`src/rtl/shift_pkg.sv`:
```
// Shared types and funct decode for the shift issue stage.
package shift_pkg;

  localparam logic [5:0] FUNCT_SLL  = 6'b000000;
  localparam logic [5:0] FUNCT_SRL  = 6'b000010;
  localparam logic [5:0] FUNCT_SRA  = 6'b000011;
  localparam logic [5:0] FUNCT_SLLV = 6'b000100;
  localparam logic [5:0] FUNCT_SRLV = 6'b000110;
  localparam logic [5:0] FUNCT_SRAV = 6'b000111;

  typedef struct packed {
    logic legal;
    logic regimm;
    logic leftright;
    logic al;
  } shift_ctrl_t;

  typedef struct packed {
    logic [4:0]  shamt;
    logic [31:0] op_rs;
    logic [31:0] op_rt;
    logic [4:0]  rd;
    logic        regimm;
    logic        leftright;
    logic        al;
    logic        illegal;
  } shift_entry_t;

  // al is driven 1 for left shifts even though the shifter ignores it there.
  function automatic shift_ctrl_t decode_funct(input logic [5:0] funct);
    shift_ctrl_t ctrl;
    ctrl = '0;
    case (funct)
      FUNCT_SLL:  ctrl = '{legal: 1'b1, regimm: 1'b0, leftright: 1'b1, al: 1'b1};
      FUNCT_SRL:  ctrl = '{legal: 1'b1, regimm: 1'b0, leftright: 1'b0, al: 1'b1};
      FUNCT_SRA:  ctrl = '{legal: 1'b1, regimm: 1'b0, leftright: 1'b0, al: 1'b0};
      FUNCT_SLLV: ctrl = '{legal: 1'b1, regimm: 1'b1, leftright: 1'b1, al: 1'b1};
      FUNCT_SRLV: ctrl = '{legal: 1'b1, regimm: 1'b1, leftright: 1'b0, al: 1'b1};
      FUNCT_SRAV: ctrl = '{legal: 1'b1, regimm: 1'b1, leftright: 1'b0, al: 1'b0};
      default:    ctrl = '0;
    endcase
    return ctrl;
  endfunction

endpackage

```
`src/rtl/shift_fifo2.sv`:
```
// Two-entry FIFO of decoded shift entries with valid/ready on both sides.
module shift_fifo2
  import shift_pkg::*;
#(
  parameter int unsigned DEPTH = 2
) (
  input  logic         clk,
  input  logic         reset,
  input  logic         push_i,
  input  shift_entry_t entry_i,
  output logic         wr_ready_o,
  input  logic         pop_i,
  output logic         rd_valid_o,
  output shift_entry_t head_o
);

  localparam logic [1:0] CountFull = 2'(DEPTH);

  logic [1:0]   count_q, count_d;
  logic         wr_ptr_q, rd_ptr_q;
  logic         do_push, do_pop;
  shift_entry_t mem_q [2];

  always_comb begin
    // Ready looks only at registered count and reset, never at the pop side.
    wr_ready_o = (count_q != CountFull) && !reset;
    rd_valid_o = (count_q != 2'd0);
    do_push    = push_i && wr_ready_o;
    do_pop     = pop_i && rd_valid_o;
    count_d    = count_q;
    if (do_push && !do_pop) begin
      count_d = count_q + 2'd1;
    end else if (!do_push && do_pop) begin
      count_d = count_q - 2'd1;
    end
    head_o = mem_q[rd_ptr_q];
  end

  always_ff @(posedge clk) begin
    if (reset) begin
      count_q  <= 2'd0;
      wr_ptr_q <= 1'b0;
      rd_ptr_q <= 1'b0;
    end else begin
      count_q <= count_d;
      if (do_push) wr_ptr_q <= ~wr_ptr_q;
      if (do_pop)  rd_ptr_q <= ~rd_ptr_q;
    end
  end

  // Storage needs no reset: it is only observed through rd_valid_o.
  always_ff @(posedge clk) begin
    if (do_push) mem_q[wr_ptr_q] <= entry_i;
  end

endmodule

```
`src/rtl/shift_issue.sv`:
```
// Shift issue stage: decodes R-type shifts, queues them and drives the barrel shifter.
// Define SHIFT_ILLEGAL_TRAP_EN to enqueue non-shift functs as illegal (adds out_illegal).
module shift_issue
  import shift_pkg::*;
#(
  parameter int unsigned DEPTH = 2
) (
  input  logic        clk,
  input  logic        reset,
  input  logic        in_valid,
  output logic        in_ready,
  input  logic [5:0]  in_funct,
  input  logic [4:0]  in_shamt,
  input  logic [31:0] in_rs,
  input  logic [31:0] in_rt,
  input  logic [4:0]  in_rd,
  output logic [4:0]  sh_sh,
  output logic [31:0] sh_rs,
  output logic [31:0] sh_rt,
  output logic        sh_regimm,
  output logic        sh_leftright,
  output logic        sh_al,
  output logic        out_valid,
  input  logic        out_ready,
  output logic [4:0]  out_rd
`ifdef SHIFT_ILLEGAL_TRAP_EN
  ,
  output logic        out_illegal
`endif
);

  shift_ctrl_t  ctrl;
  shift_entry_t entry, head;
  logic         fifo_ready, head_valid, push;

  always_comb begin
    ctrl          = decode_funct(in_funct);
    entry         = '0;
    entry.rd      = in_rd;
    entry.illegal = !ctrl.legal;
    if (ctrl.legal) begin
      entry.shamt     = in_shamt;
      entry.op_rs     = in_rs;
      entry.op_rt     = in_rt;
      entry.regimm    = ctrl.regimm;
      entry.leftright = ctrl.leftright;
      entry.al        = ctrl.al;
    end
  end

`ifdef SHIFT_ILLEGAL_TRAP_EN
  assign push = in_valid && fifo_ready;
`else
  // Non-shift functs still handshake but are dropped here.
  assign push = in_valid && fifo_ready && ctrl.legal;
`endif

  shift_fifo2 #(
    .DEPTH (DEPTH)
  ) u_fifo (
    .clk        (clk),
    .reset      (reset),
    .push_i     (push),
    .entry_i    (entry),
    .wr_ready_o (fifo_ready),
    .pop_i      (out_ready),
    .rd_valid_o (head_valid),
    .head_o     (head)
  );

  assign in_ready  = fifo_ready;
  assign out_valid = head_valid;

  // Shifter's rs port takes the value to shift, its rt port the amount source.
  always_comb begin
    sh_sh        = '0;
    sh_rs        = '0;
    sh_rt        = '0;
    sh_regimm    = 1'b0;
    sh_leftright = 1'b0;
    sh_al        = 1'b0;
    out_rd       = '0;
    if (head_valid) begin
      sh_sh        = head.shamt;
      sh_rs        = head.op_rt;
      sh_rt        = head.op_rs;
      sh_regimm    = head.regimm;
      sh_leftright = head.leftright;
      sh_al        = head.al;
      out_rd       = head.rd;
    end
  end

`ifdef SHIFT_ILLEGAL_TRAP_EN
  assign out_illegal = head.illegal && head_valid;
`else
  logic unused_illegal;
  assign unused_illegal = head.illegal;
`endif

endmodule
```
`config.mk`:
```
export PLATFORM = sky130hd
export DESIGN_NAME = shift_issue
export DESIGN_NICKNAME = d
export VERILOG_FILES = /design/src/rtl/shift_pkg.sv /design/src/rtl/shift_fifo2.sv /design/src/rtl/shift_issue.sv
export SDC_FILE = /design/constraint.sdc
export NUM_CORES = 1
export LEC_CHECK = 0
export BUFFER_PORTS_ARGS = -buffer_cell sky130_fd_sc_hd__buf_2
export CORE_MARGIN = 5
export CORE_UTILIZATION = 53
export DETAILED_ROUTE_END_ITERATION = 8
export GPL_TIMING_DRIVEN = 1
export PLACE_DENSITY = 0.82
export REMOVE_ABC_BUFFERS = 1
export SYNTH_ARGS = -nofsm -noshare
export SYNTH_HDL_FRONTEND = slang
export SYNTH_SLANG_ARGS = --single-unit
```
`constraint.sdc`:
```
create_clock -name clk -period 3 [get_ports clk]
set_input_delay 0.6 -clock clk [delete_from_list [all_inputs] [get_ports clk]]
set_output_delay 0.6 -clock clk [all_outputs]
set_load 0.05 [all_outputs]
```
==> metrics.log, run 1 <==
INFO  metric outcome = finished, final reports clean
INFO  metric ys_ff_latch = 159
INFO  metric globalRouteOverflowTotal = 0
INFO  metric final-max-slew-violation-count = 0
INFO  metric syn2layout_area_growth = 24.53%
INFO  metric die-width = approximately 120 µm
INFO  metric seq_area_frac_synth = 0.7259
INFO  metric num-fill-cells = 881
INFO  metric ys_types = 21
INFO  metric max_slew.worst_pin.slew = 0.5898 ns
INFO  metric worst_path_arrival_time = 1.97 ns
INFO  metric clock_path_buffers = 2
INFO  metric synth.cell_area = 6509 µm²
INFO  metric final_hold_viol_count = 0
INFO  metric detailed_place_hpwl = approximately 8400 µm
INFO  metric grt_first_pass_wirelength = 20620 µm
INFO  metric finalClockSkew = 0.005655 ns
INFO  metric die-area = 14600 µm²
INFO  metric start_util = 0.5419
INFO  metric timing.final.setup_violations = 0
INFO  metric detail_route.iter0.violations = ~260
INFO  metric h_tree_levels = 4
INFO  metric netlist_top_cells_area = edfxtp_1 71%, mux2i_1 12%, and2_1 6.8%
INFO  metric fin_nets = ~680
INFO  metric dpl.cell_count = 725
INFO  metric cts_inserted_buffers = 17
INFO  metric slowest_stage = dfxtp_4
INFO  metric worst-r2r-cell-count = 5
INFO  metric pwr_density_cell = 795.0 nW/µm²
INFO  metric fmaxAchievable = around 390 MHz
INFO  metric cts.reportedPaths.clkPinSlew = approximately 0.06 ns
INFO  metric critPathMaxStageDelay = around 0.5 ns
INFO  metric synth_enable_flop_cells = approximately 150
INFO  metric hold_buffers = 0
INFO  metric postSynth.topFlopCell = edfxtp_1
INFO  metric avgSynthCellArea = between 15 and 20 µm²
INFO  metric synth-async-reset-ratio = 0
INFO  metric setup.worst_path.start_class = flip-flop
INFO  metric place_congestion = 0.7669
INFO  metric required_time_of_the_critical_path = roughly 2.4 ns
INFO  metric timing.critical_path.max_delay_family = buffers and inverters
INFO  metric timing.hold.worst.start = in_rd[2]
INFO  metric detail_route.first_pass.iterations = 5
INFO  metric drv.max_cap_violation_count = 0
INFO  metric min_period_over_period = 0.8550
INFO  metric routed_via_density = 5.188
INFO  metric detailroute.via_count = just under 4000
INFO  metric rsz_0062_raised_after_global_routing = false
INFO  metric clock_sinks = 159
INFO  metric critical_path.reg2reg.endpoint = u_fifo.mem_q[1][24]
INFO  metric r2r-start = u_fifo.count_q[0]
INFO  metric post-route-util = 0.6748
INFO  metric ios = about 160
INFO  metric worst-r2r-setup-slack = 1.00 ns
INFO  metric die_height = around 120 µm
INFO  metric hold-worst-slack = 0.3892 ns
INFO  metric post-route-min-period = 2.565 ns
INFO  metric track_usage = 0.1807
INFO  metric io_buffers = 162
INFO  metric netlist.top_cell.by_area = edfxtp_1
INFO  metric synth.top_cell.area_share = 0.7105
INFO  metric drt_drc_violations_left = 0
INFO  metric power_leakage = 0.003177 µW
INFO  metric vdd.ir_drop.worst = approximately 0.00042 V
INFO  metric worst_hold_path_type = in -> reg
INFO  metric post_synth_inst_count = 431
INFO  metric wl_per_cell = 17.00 µm
INFO  metric critical_path.cell_chain = buf_12 -> mux2i_1 -> nor2_1 -> buf_2
INFO  metric antennaDiodeCount = 0
INFO  metric antenna_found_initial = 0
INFO  metric cts_root_buf = clkbuf_16
INFO  metric antenna_violating_nets_remaining = 0
INFO  metric min_path_cells = 1
INFO  metric yosys-top-cells-count = 154 x edfxtp_1, 81 x nor2_1, 78 x mux2i_1
INFO  metric post_layout_nonfiller_instances = 757
INFO  metric grt_pass1_vias = roughly 4200
INFO  metric cp-end-kind = output port
INFO  metric yosys_warnings = 0
INFO  metric slew_headroom = 0.6068
INFO  metric routed_wirelength = 12870 µm
INFO  metric holdPathEnd = u_fifo.mem_q[0][6]
INFO  metric drive_gt1_frac = 0.3410
INFO  metric clock_tree_from_tritoncts = done
INFO  metric worst-setup-path-type = reg -> out
INFO  metric timing.critical_path.buf_inv = 2
INFO  metric post_cts_setup_repair_bufs = 0
INFO  metric post_cts_resized = 0
INFO  metric floorplan.core_area = 12010 µm²
INFO  metric worst-path-max-fanout = between 60 and 70
INFO  metric clock_latency = 0.41 ns
INFO  metric grt_max_degree = between 70 and 80
INFO  metric std_cell_rows = 40
INFO  metric synth.most_common_cell = edfxtp_1
==> report_power, final <==
part | switching, µW | leakage (µW) | internal [µW]
clock network | 826 | 0.000294 | 1300
registers | 39.3 | 0.00152 | 2440
logic | 1380 | 0.00136 | 454
==> kinds of logic after synthesis <==
group | after synthesis | share of synthesized area
multiplexers | 78 | 0.1200
buffers and inverters | 27 | 0.01903
XOR/XNOR | 3 | 0.004038
AND/OR/NAND/NOR | 159 | 0.1226
flip-flops | 159 | 0.7259
AO/OA/AOI/OAI | 4 | 0.006536
adder cells (fa/ha/maj) | 1 | 0.001922
==> how the worst max path moves through the flow <==
stage                     slack, ns                   to  cells past startpoint
final                          0.43             sh_rs[2]                      4
after global routing           0.31             sh_rt[6]                      4
after CTS                      0.39            sh_rs[10]                      4
after detailed placement       0.57  u_fifo.mem_q[1][60]                      5
after global placement         0.64  u_fifo.mem_q[1][60]                      5
after floorplan               -1.86    u_fifo.count_q[1]                      6
==> registers in the layout (all words and copies together) (netlist names), named ones only <==
signal           flops
u_fifo.rd_ptr_q      1
u_fifo.mem_q       154
u_fifo.count_q       2
u_fifo.wr_ptr_q      1
==> area by class of cell <==
cell class | count | area [µm²] | area share
Multi-Input combinational cell | 245 | 1670 | 0.2061
Sequential cell | 159 | 4728 | 0.5834
Timing Repair Buffer | 171 | 915.9 | 0.1130
Tap cell | 147 | 183.9 | 0.02269
Clock inverter | 15 | 170.2 | 0.02099
Inverter | 3 | 11.26 | 0.001389
Clock buffer | 17 | 425.4 | 0.05249
==> cells in the final DEF, fill, tap and decap left out, drive strengths merged <==
cell,count
buf,171
edfxtp,154
nor2,81
mux2i,78
and2,72
clkbuf,17
clkinv,10
dfxtp,5
inv,4
xor2,3
bufinv,3
a21oi,2
a2111oi,1
and3,1
nor4,1
nand2,1
and2b,1
nand2b,1
o21ai,1
or3,1
ha,1
clkinvlp,1
==> per-stage QoR <==
step | area (µm²) | TNS [ns] | setup slack, ns | total power [µW]
after floorplan | 6396 | -218.02 | -1.862 | 3954
after global placement | 7510 | 0 | 0.6380 | 4351
after detailed placement | 7510 | 0 | 0.5662 | 4375
after CTS | 8105 | 0 | 0.3867 | 6503
after global routing | 8105 | 0 | 0.3121 | 6673
final | 8105 | 0 | 0.4349 | 6444
==> worst reg2reg max path, stage by stage, from the launching register on <==
cell	delay (ns)
dfxtp_1	0.44
inv_1	0.07
a21oi_1	0.24
and3_4	0.25
and2_4	0.37
buf_12	0.29
==> metal layers <==
layer | vias up | share of wire | track usage
li1 | 1866 | - | -
met1 | 1917 | 0.42 | 0.2202
met2 | 133 | 0.51 | 0.3140
met3 | 11 | 0.061 | 0.05145
met4 | 0 | 0.0082 | 0.05170
met5 | - | 0 | 0
No activity file was read; power rests on OpenSTA's default activity.
==> inputs of run 2 (changes only) <==
- CELL_PAD_IN_SITES_DETAIL_PLACEMENT: not set -> 1
- CELL_PAD_IN_SITES_GLOBAL_PLACEMENT: not set -> 2
- CORE_MARGIN: 5 -> 2
- CORE_UTILIZATION: 53 -> 36
- PLACE_DENSITY: 0.82 -> 0.81
==> run 2 against run 1 <==
Against the previous run: final cell count increased by 11%; fmax rose by 2.6%; worst setup slack gained 0.065 ns; largest cell class unchanged; highest routed layer is now met5.
==> metrics.log, run 2 (same netlist as run 1, synthesis figures left out) <==
INFO  metric outcome = finished, final reports clean (unchanged)
INFO  metric wl_per_cell = 16.85 µm (was 17.00 µm)
INFO  metric ios = 163 (unchanged)
INFO  metric drt_drc_violations_left = 0 (unchanged)
INFO  metric detail_route.first_pass.iterations = 5 (unchanged)
INFO  metric clock_latency = 0.42 ns (was 0.41 ns)
INFO  metric antennaDiodeCount = 0 (unchanged)
INFO  metric regMostFlops = u_fifo.mem_q (unchanged)
INFO  metric floorplan.core_area = 17840 µm² (was 12010 µm²)
INFO  metric pwr_density_cell = 789.1 nW/µm² (was 795.0 nW/µm²)
INFO  metric h_tree_levels = 4 (unchanged)
INFO  metric place_congestion = 0.7412 (was 0.7669)
INFO  metric detailedPlace.worstSlack = 0.6554 ns (was 0.5662 ns)
INFO  metric drive_gt1_frac = 0.3388 (was 0.3410)
INFO  metric cts_root_buf = clkbuf_16 (unchanged)
INFO  metric fmaxAchievable = 400.0 MHz (was 389.8 MHz)
INFO  metric clock_path_buffers = 2 (unchanged)
INFO  metric num-fill-cells = 1846 (was 881)
INFO  metric slowest_stage = dfxtp_4 (unchanged)
INFO  metric clock_tree_from_tritoncts = done (unchanged)
INFO  metric antenna_violating_nets_remaining = 0 (unchanged)
INFO  metric vdd.ir_drop.worst = 0.0003730 V (was 0.0004183 V)
INFO  metric start_util = 0.3648 (was 0.5419)
INFO  metric routed_via_density = 4.662 (was 5.188)
INFO  metric io_buffers = 162 (unchanged)
INFO  metric cts.reportedPaths.clkPinSlew = 0.06 ns (about the same)
INFO  metric cts_inserted_buffers = 17 (unchanged)
INFO  metric required_time_of_the_critical_path = 2.40 ns (about the same)
INFO  metric timing.critical_path.buf_inv = 2 (unchanged)
INFO  metric grt_first_pass_wirelength = 22450 µm (was 20620 µm)
INFO  metric critical_path.cell_chain = buf_4 -> mux2i_1 -> nor2_1 -> buf_2 (was buf_12 -> mux2i_1 -> nor2_1 -> buf_2)
INFO  metric die-width = 138.5 µm (was 120.8 µm)
INFO  metric critical_path_depth_in_cells = 4 (unchanged)
INFO  metric layout_common_cells = 162 x buf_2, 154 x edfxtp_1, 80 x nor2_1 (unchanged)
INFO  metric grt_max_degree = 71 (unchanged)
INFO  metric min_path_cells = 1 (unchanged)
INFO  metric hold_buffers = 0 (unchanged)
INFO  metric die_height = 138.5 µm (was 120.8 µm)
INFO  metric critical_path.reg2reg.endpoint = u_fifo.count_q[1] (was u_fifo.mem_q[1][24])
INFO  metric detailed_place_hpwl = 9512 µm (was 8402 µm)
INFO  metric finalSetupTns = 0 ns (unchanged)
INFO  metric crit_path_end = sh_rt[14] (was sh_rs[2])
INFO  metric detailroute.via_count = 3916 (was 3927)
INFO  metric die-area = 19170 µm² (was 14600 µm²)
INFO  metric final-max-slew-violation-count = 0 (unchanged)
INFO  metric critPathMaxStageDelay = 0.51 ns (was 0.50 ns)
INFO  metric drv.max_cap_violation_count = 0 (unchanged)
INFO  metric post-route-min-period = 2.500 ns (was 2.565 ns)
INFO  metric power_leakage = 0.003178 µW (was 0.003177 µW)
INFO  metric std_cell_rows = 49 (was 40)
INFO  metric track_usage = 0.1505 (was 0.1807)
INFO  metric largest_register_ff_count = 154 (unchanged)
INFO  metric globalRouteOverflowTotal = 0 (unchanged)
INFO  metric min_period_over_period = 0.8333 (was 0.8550)
INFO  metric worst_hold_path_type = in -> reg (unchanged)
INFO  metric grt.busiest_layer = met2 (unchanged)
INFO  metric use_met1 = 0.1806 (was 0.2202)
INFO  metric dpl.cell_count = 808 (was 725)
INFO  metric routed_wirelength = 14160 µm (was 12870 µm)
INFO  metric finished_layout_cell_area = 8213 µm² (was 8105 µm²)
INFO  metric finalClockSkew = 0.01142 ns (was 0.005655 ns)
INFO  metric gr-usage-met2 = 0.2603 (was 0.3140)
INFO  metric r2r-start = u_fifo.count_q[0] (unchanged)
INFO  metric grt_pass1_vias = 4332 (was 4205)
INFO  metric clock_sinks = 159 (unchanged)
INFO  metric slew_headroom = 0.5649 (was 0.6068)
INFO  metric worst-r2r-cell-count = 7 (was 5)
INFO  metric post-route-worst-setup-slack = 0.5001 ns (was 0.4349 ns)
INFO  metric routing_usage_on_met3 = 0.04364 (was 0.05145)
INFO  metric cp-end-kind = output port (unchanged)
INFO  metric timing.critical_path.max_delay_family = buffers and inverters (unchanged)
INFO  metric post_cts_resized = 0 (unchanged)
INFO  metric worst_path_arrival_time = 1.90 ns (was 1.97 ns)
INFO  metric placed_area = 7620 µm² (was 7510 µm²)
INFO  metric worst-r2r-setup-slack = 0.97 ns (was 1.00 ns)
INFO  metric fin_nets = 683 (was 682)
INFO  metric timing.final.setup_violations = 0 (unchanged)
INFO  metric setup.worst_path.start_class = flip-flop (unchanged)
INFO  metric final_common_cell = buf_2 (unchanged)
INFO  metric post_layout_nonfiller_instances = 840 (was 757)
INFO  metric max_slew.worst_pin.slew = 0.6526 ns (was 0.5898 ns)
INFO  metric detail_route.iter0.violations = 168 (was 262)
INFO  metric post_cts_setup_repair_bufs = 0 (unchanged)
INFO  metric syn2layout_area_growth = 26.18% (was 24.53%)
INFO  metric worst-path-max-fanout = 21 (was 64)
INFO  metric worst-setup-path-type = reg -> out (unchanged)
INFO  metric final_hold_viol_count = 0 (unchanged)
INFO  metric antenna_found_initial = 1 (was 0)
INFO  metric biggest_regs = u_fifo.mem_q x154, u_fifo.count_q x2 (unchanged)
INFO  metric rsz_0062_raised_after_global_routing = false (unchanged)
[run 2: changes by cell type in the layout (fill, tap and decap cells not counted)]
cell and delta:
clkinv_1 +1, inv_6 +2, clkinv_4 -2, clkinv_2 -2
buf_4 +1, clkbuf_1 +1
[run 2: layout make-up]
| type | count | area (µm²) | area share |
|---|---|---|---|
| clock inverter | 14 | 163.9 | 0.01996 |
| sequential | 159 | 4728 | 0.5757 |
| clock buffer | 18 | 429.2 | 0.05225 |
| timing repair buffer | 172 | 923.4 | 0.1124 |
| inverter | 3 | 11.26 | 0.001371 |
| multi-input combinational | 245 | 1670 | 0.2034 |
| tap | 229 | 286.5 | 0.03489 |
[run 2: worst register-to-register path, delay by kind of cell, from the launching register on]
family | cells | cell delay [ns]
AND/OR/NAND/NOR | 3 | 0.67
buffers and inverters | 2 | 0.48
AO/OA/AOI/OAI | 1 | 0.14
adder cells (fa/ha/maj) | 1 | 0.30
flip-flops | 1 | 0.37
[run 2: how the worst min path moves through the flow]
stage / endpoint / slack [ns] / start
2_1_floorplan: u_fifo.wr_ptr_q / 0.44 / u_fifo.wr_ptr_q
3_3_place_gp: u_fifo.wr_ptr_q / 0.47 / u_fifo.wr_ptr_q
3_5_place_dp: u_fifo.rd_ptr_q / 0.50 / u_fifo.rd_ptr_q
4_1_cts: u_fifo.mem_q[1][7] / 0.35 / in_rd[3]
5_1_grt: u_fifo.mem_q[1][7] / 0.36 / in_rd[3]
6_report: u_fifo.mem_q[1][7] / 0.37 / in_rd[3]
[run 2: where the power goes]
part           total [µW]  internal, µW  switching [µW]
sequential           2480          2440            41.0
combinational        1850           457            1390
clock                2150          1310             839
total                6480          4210            2270
[run 2: through the flow]
stage	utilization	hold slack (ns)	power [µW]
2_1_floorplan	-	0.4446	3954
4_1_cts	0.4603	0.3515	6564
5_1_grt	0.4603	0.3558	6723
3_3_place_gp	0.4271	0.4695	4380
3_5_place_dp	0.4271	0.4995	4405
6_report	0.4603	0.3708	6480
[run 2: layer usage]
metal	share of wire	wire, µm	vias to the layer above
met5	0.00092	13	-
met4	0.016	223	2
met3	0.049	699	23
met2	0.51	7263	119
met1	0.42	5955	1905
li1	-	-	1867
==> inputs of run 3 (changes only) <==
- clock period: 3 -> 2.5 ns (I/O delays scaled with it)
==> run 3 against run 2 <==
Against the previous run: power is 23% higher; via count rose by 1.0%; clock-buffer cell count increased by 3.
==> metrics.log, run 3 (same netlist as run 1, synthesis figures left out) <==
INFO  metric ff_latch_area = 4728 µm² (unchanged)
INFO  metric regMostFlops = u_fifo.mem_q (unchanged)
INFO  metric routed_wirelength = 14670 µm (was 14160 µm)
INFO  metric biggest_regs = u_fifo.mem_q x154, u_fifo.count_q x2 (unchanged)
INFO  metric worst-path-max-fanout = 39 (was 21)
INFO  metric rsz_0062_raised_after_global_routing = false (unchanged)
INFO  metric die_height = 138.5 µm (unchanged)
INFO  metric clock_path_buffers = 2 (unchanged)
INFO  metric finalSetupTns = 0 ns (unchanged)
INFO  metric post_cts_setup_repair_bufs = 0 (unchanged)
INFO  metric cts_inserted_buffers = 17 (unchanged)
INFO  metric grt_first_pass_wirelength = 23440 µm (was 22450 µm)
INFO  metric post_cts_resized = 0 (unchanged)
INFO  metric globalRouteOverflowTotal = 0 (unchanged)
INFO  metric drt_drc_violations_left = 0 (unchanged)
INFO  metric worst_path_arrival_time = 1.76 ns (was 1.90 ns)
INFO  metric h_tree_levels = 4 (unchanged)
INFO  metric clock_latency = 0.41 ns (was 0.42 ns)
INFO  metric post-route-worst-setup-slack = 0.2436 ns (was 0.5001 ns)
INFO  metric routed_via_density = 4.697 (was 4.662)
INFO  metric syn2layout_area_growth = 27.22% (was 26.18%)
INFO  metric timing.critical_path.buf_inv = 2 (unchanged)
INFO  metric antenna_found_initial = 1 (unchanged)
INFO  metric netSwitchingPower = 2725 µW (was 2273 µW)
INFO  metric track_usage = 0.1582 (was 0.1505)
INFO  metric swShare = 0.3411 (was 0.3508)
INFO  metric detail_route.first_pass.iterations = 4 (was 5)
INFO  metric antenna_violating_nets_remaining = 0 (unchanged)
INFO  metric worst_hold_path_type = in -> reg (unchanged)
INFO  metric timing.critical_path.max_delay_family = buffers and inverters (unchanged)
INFO  metric fmaxAchievable = 443.2 MHz
INFO  metric share_comb_of_total_power = 0.284 (was 0.285)
INFO  metric detailed_place_hpwl = 9698 µm (was 9512 µm)
INFO  metric power_leakage = 0.003204 µW (was 0.003178 µW)
INFO  metric drv.max_cap_violation_count = 0 (unchanged)
INFO  metric detailedPlace.worstSlack = 0.2974 ns (was 0.6554 ns)
INFO  metric slowest_stage = buf_4 (was dfxtp_4)
INFO  metric die-width = 138.5 µm (unchanged)
INFO  metric report.power.total = 7988 µW (was 6480 µW)
INFO  metric seq_power_share = 0.370 (was 0.383)
INFO  metric pwr_density_cell = 964.6 nW/µm² (was 789.1 nW/µm²)
INFO  metric cts_root_buf = clkbuf_16 (unchanged)
INFO  metric hold_buffers = 0 (unchanged)
INFO  metric fin_nets = 685 (was 683)
INFO  metric cp-end-kind = output port (unchanged)
INFO  metric clock_sinks = 159 (unchanged)
INFO  metric finalClockSkew = 0.007718 ns (was 0.01142 ns)
INFO  metric critPathMaxStageDelay = 0.42 ns (was 0.51 ns)
INFO  metric timing.final.setup_violations = 0 (unchanged)
INFO  metric place_congestion = 0.7014 (was 0.7412)
INFO  metric hold-worst-slack = 0.2741 ns (was 0.3708 ns)
INFO  metric grt_pass1_vias = 4393 (was 4332)
INFO  metric clock_tree_from_tritoncts = done (unchanged)
INFO  metric antennaDiodeCount = 0 (unchanged)
INFO  metric min_period_over_period = 0.9026
INFO  metric clock_power_share = 0.346 (was 0.331)
INFO  metric largest_register_ff_count = 154 (unchanged)
INFO  metric wl_per_cell = 17.42 µm (was 16.85 µm)
INFO  metric vdd.ir_drop.worst = 0.0004572 V (was 0.0003730 V)
INFO  metric finished_layout_cell_area = 8280 µm² (was 8213 µm²)
INFO  metric detail_route.iter0.violations = 202 (was 168)
INFO  metric grt_max_degree = 71 (unchanged)
INFO  metric drive_gt1_frac = 0.3377 (was 0.3388)
INFO  metric start_util = 0.3648 (unchanged)
INFO  metric worst-setup-path-type = reg -> out (unchanged)
INFO  metric setup.worst_path.start_class = flip-flop (unchanged)
INFO  metric layout_common_cells = 162 x buf_2, 154 x edfxtp_1, 80 x nor2_1 (unchanged)
INFO  metric floorplan.core_area = 17840 µm² (unchanged)
INFO  metric cts.reportedPaths.clkPinSlew = 0.06 ns (about the same)
INFO  metric required_time_of_the_critical_path = 2.00 ns (was 2.40 ns)
INFO  metric final_common_cell = buf_2 (unchanged)
INFO  metric final_hold_viol_count = 0 (unchanged)
INFO  metric io_buffers = 162 (unchanged)
INFO  metric final-max-slew-violation-count = 0 (unchanged)
INFO  metric num-fill-cells = 1823 (was 1846)
INFO  metric post-route-min-period = 2.256 ns
INFO  metric die-area = 19170 µm² (unchanged)
INFO  metric ios = 163 (unchanged)
INFO  metric cellInternalPower = 5263 µW (was 4207 µW)
INFO  metric placed_area = 7647 µm² (was 7620 µm²)
INFO  metric multiInputGateArea = 1670 µm² (unchanged)
INFO  metric std_cell_rows = 49 (unchanged)
INFO  metric outcome = finished, final reports clean (unchanged)
INFO  metric critical_path.cell_chain = nor2_4 -> buf_4 -> nor2_1 -> buf_2 (was buf_4 -> mux2i_1 -> nor2_1 -> buf_2)
INFO  metric slew_headroom = 0.5687 (was 0.5649)
INFO  metric max_slew.worst_pin.slew = 0.6470 ns (was 0.6526 ns)
INFO  metric detailroute.via_count = 3955 (was 3916)
## run 3: cell types whose count changed in the layout (fill, tap and decap cells not counted), sizes merged
cell and delta:
buf +2, clkbuf +3, inv -3, bufinv +2, clkinv -2
## run 3: through the flow
step	instances	util
global route	842	0.4641
floorplan	407	-
CTS	842	0.4639
finish	842	0.4641
detailed placement	810	0.4286
global placement	810	0.4286
## run 3: path summary, 6_finish.rpt
kind | depth (start not counted) | end | start | slack [ns]
setup / recovery | 4 | sh_rt[31] | u_fifo.count_q[0] | 0.24
hold / removal | 1 | u_fifo.mem_q[1][8] | in_rd[4] | 0.27
hold reg to reg | 1 | u_fifo.wr_ptr_q | u_fifo.wr_ptr_q | 0.50
setup reg to reg | 6 | u_fifo.count_q[1] | u_fifo.count_q[0] | 0.66
## run 3: area by class of cell
| cell class | count | share of cell area |
|---|---|---|
| clock buffers | 21 | 0.05319 |
| clock inverters | 11 | 0.02282 |
| inverters | 3 | 0.001360 |
| multi-input cells | 245 | 0.2017 |
| flip-flops and latches | 159 | 0.5710 |
| well taps | 229 | 0.03460 |
| repair buffers | 174 | 0.1153 |
## run 3: power by group through the flow
stage / combinational, µW / clock, µW / sequential [µW]
floorplan: 1630 / 0 / 3110
global placement: 2280 / 0 / 3010
detailed placement: 2300 / 0 / 3010
CTS: 2300 / 2820 / 2960
global route: 2410 / 2920 / 2960
finish: 2270 / 2760 / 2960
## run 3: layer usage
layer,track usage,up-vias,share of wire
met1,0.1838,1948,0.41
met3,0.04468,21,0.050
li1,-,1877,-
met4,0.05693,2,0.018
met5,0,-,0.00089
met2,0.2801,107,0.52
## run 3: worst reg2reg max path: stages (launching register included)
cell	delay, ns
dfxtp_1	0.45
inv_1	0.07
a21oi_1	0.24
and3_4	0.25
ha_1	0.26
or3_1	0.35
a21oi_1	0.15
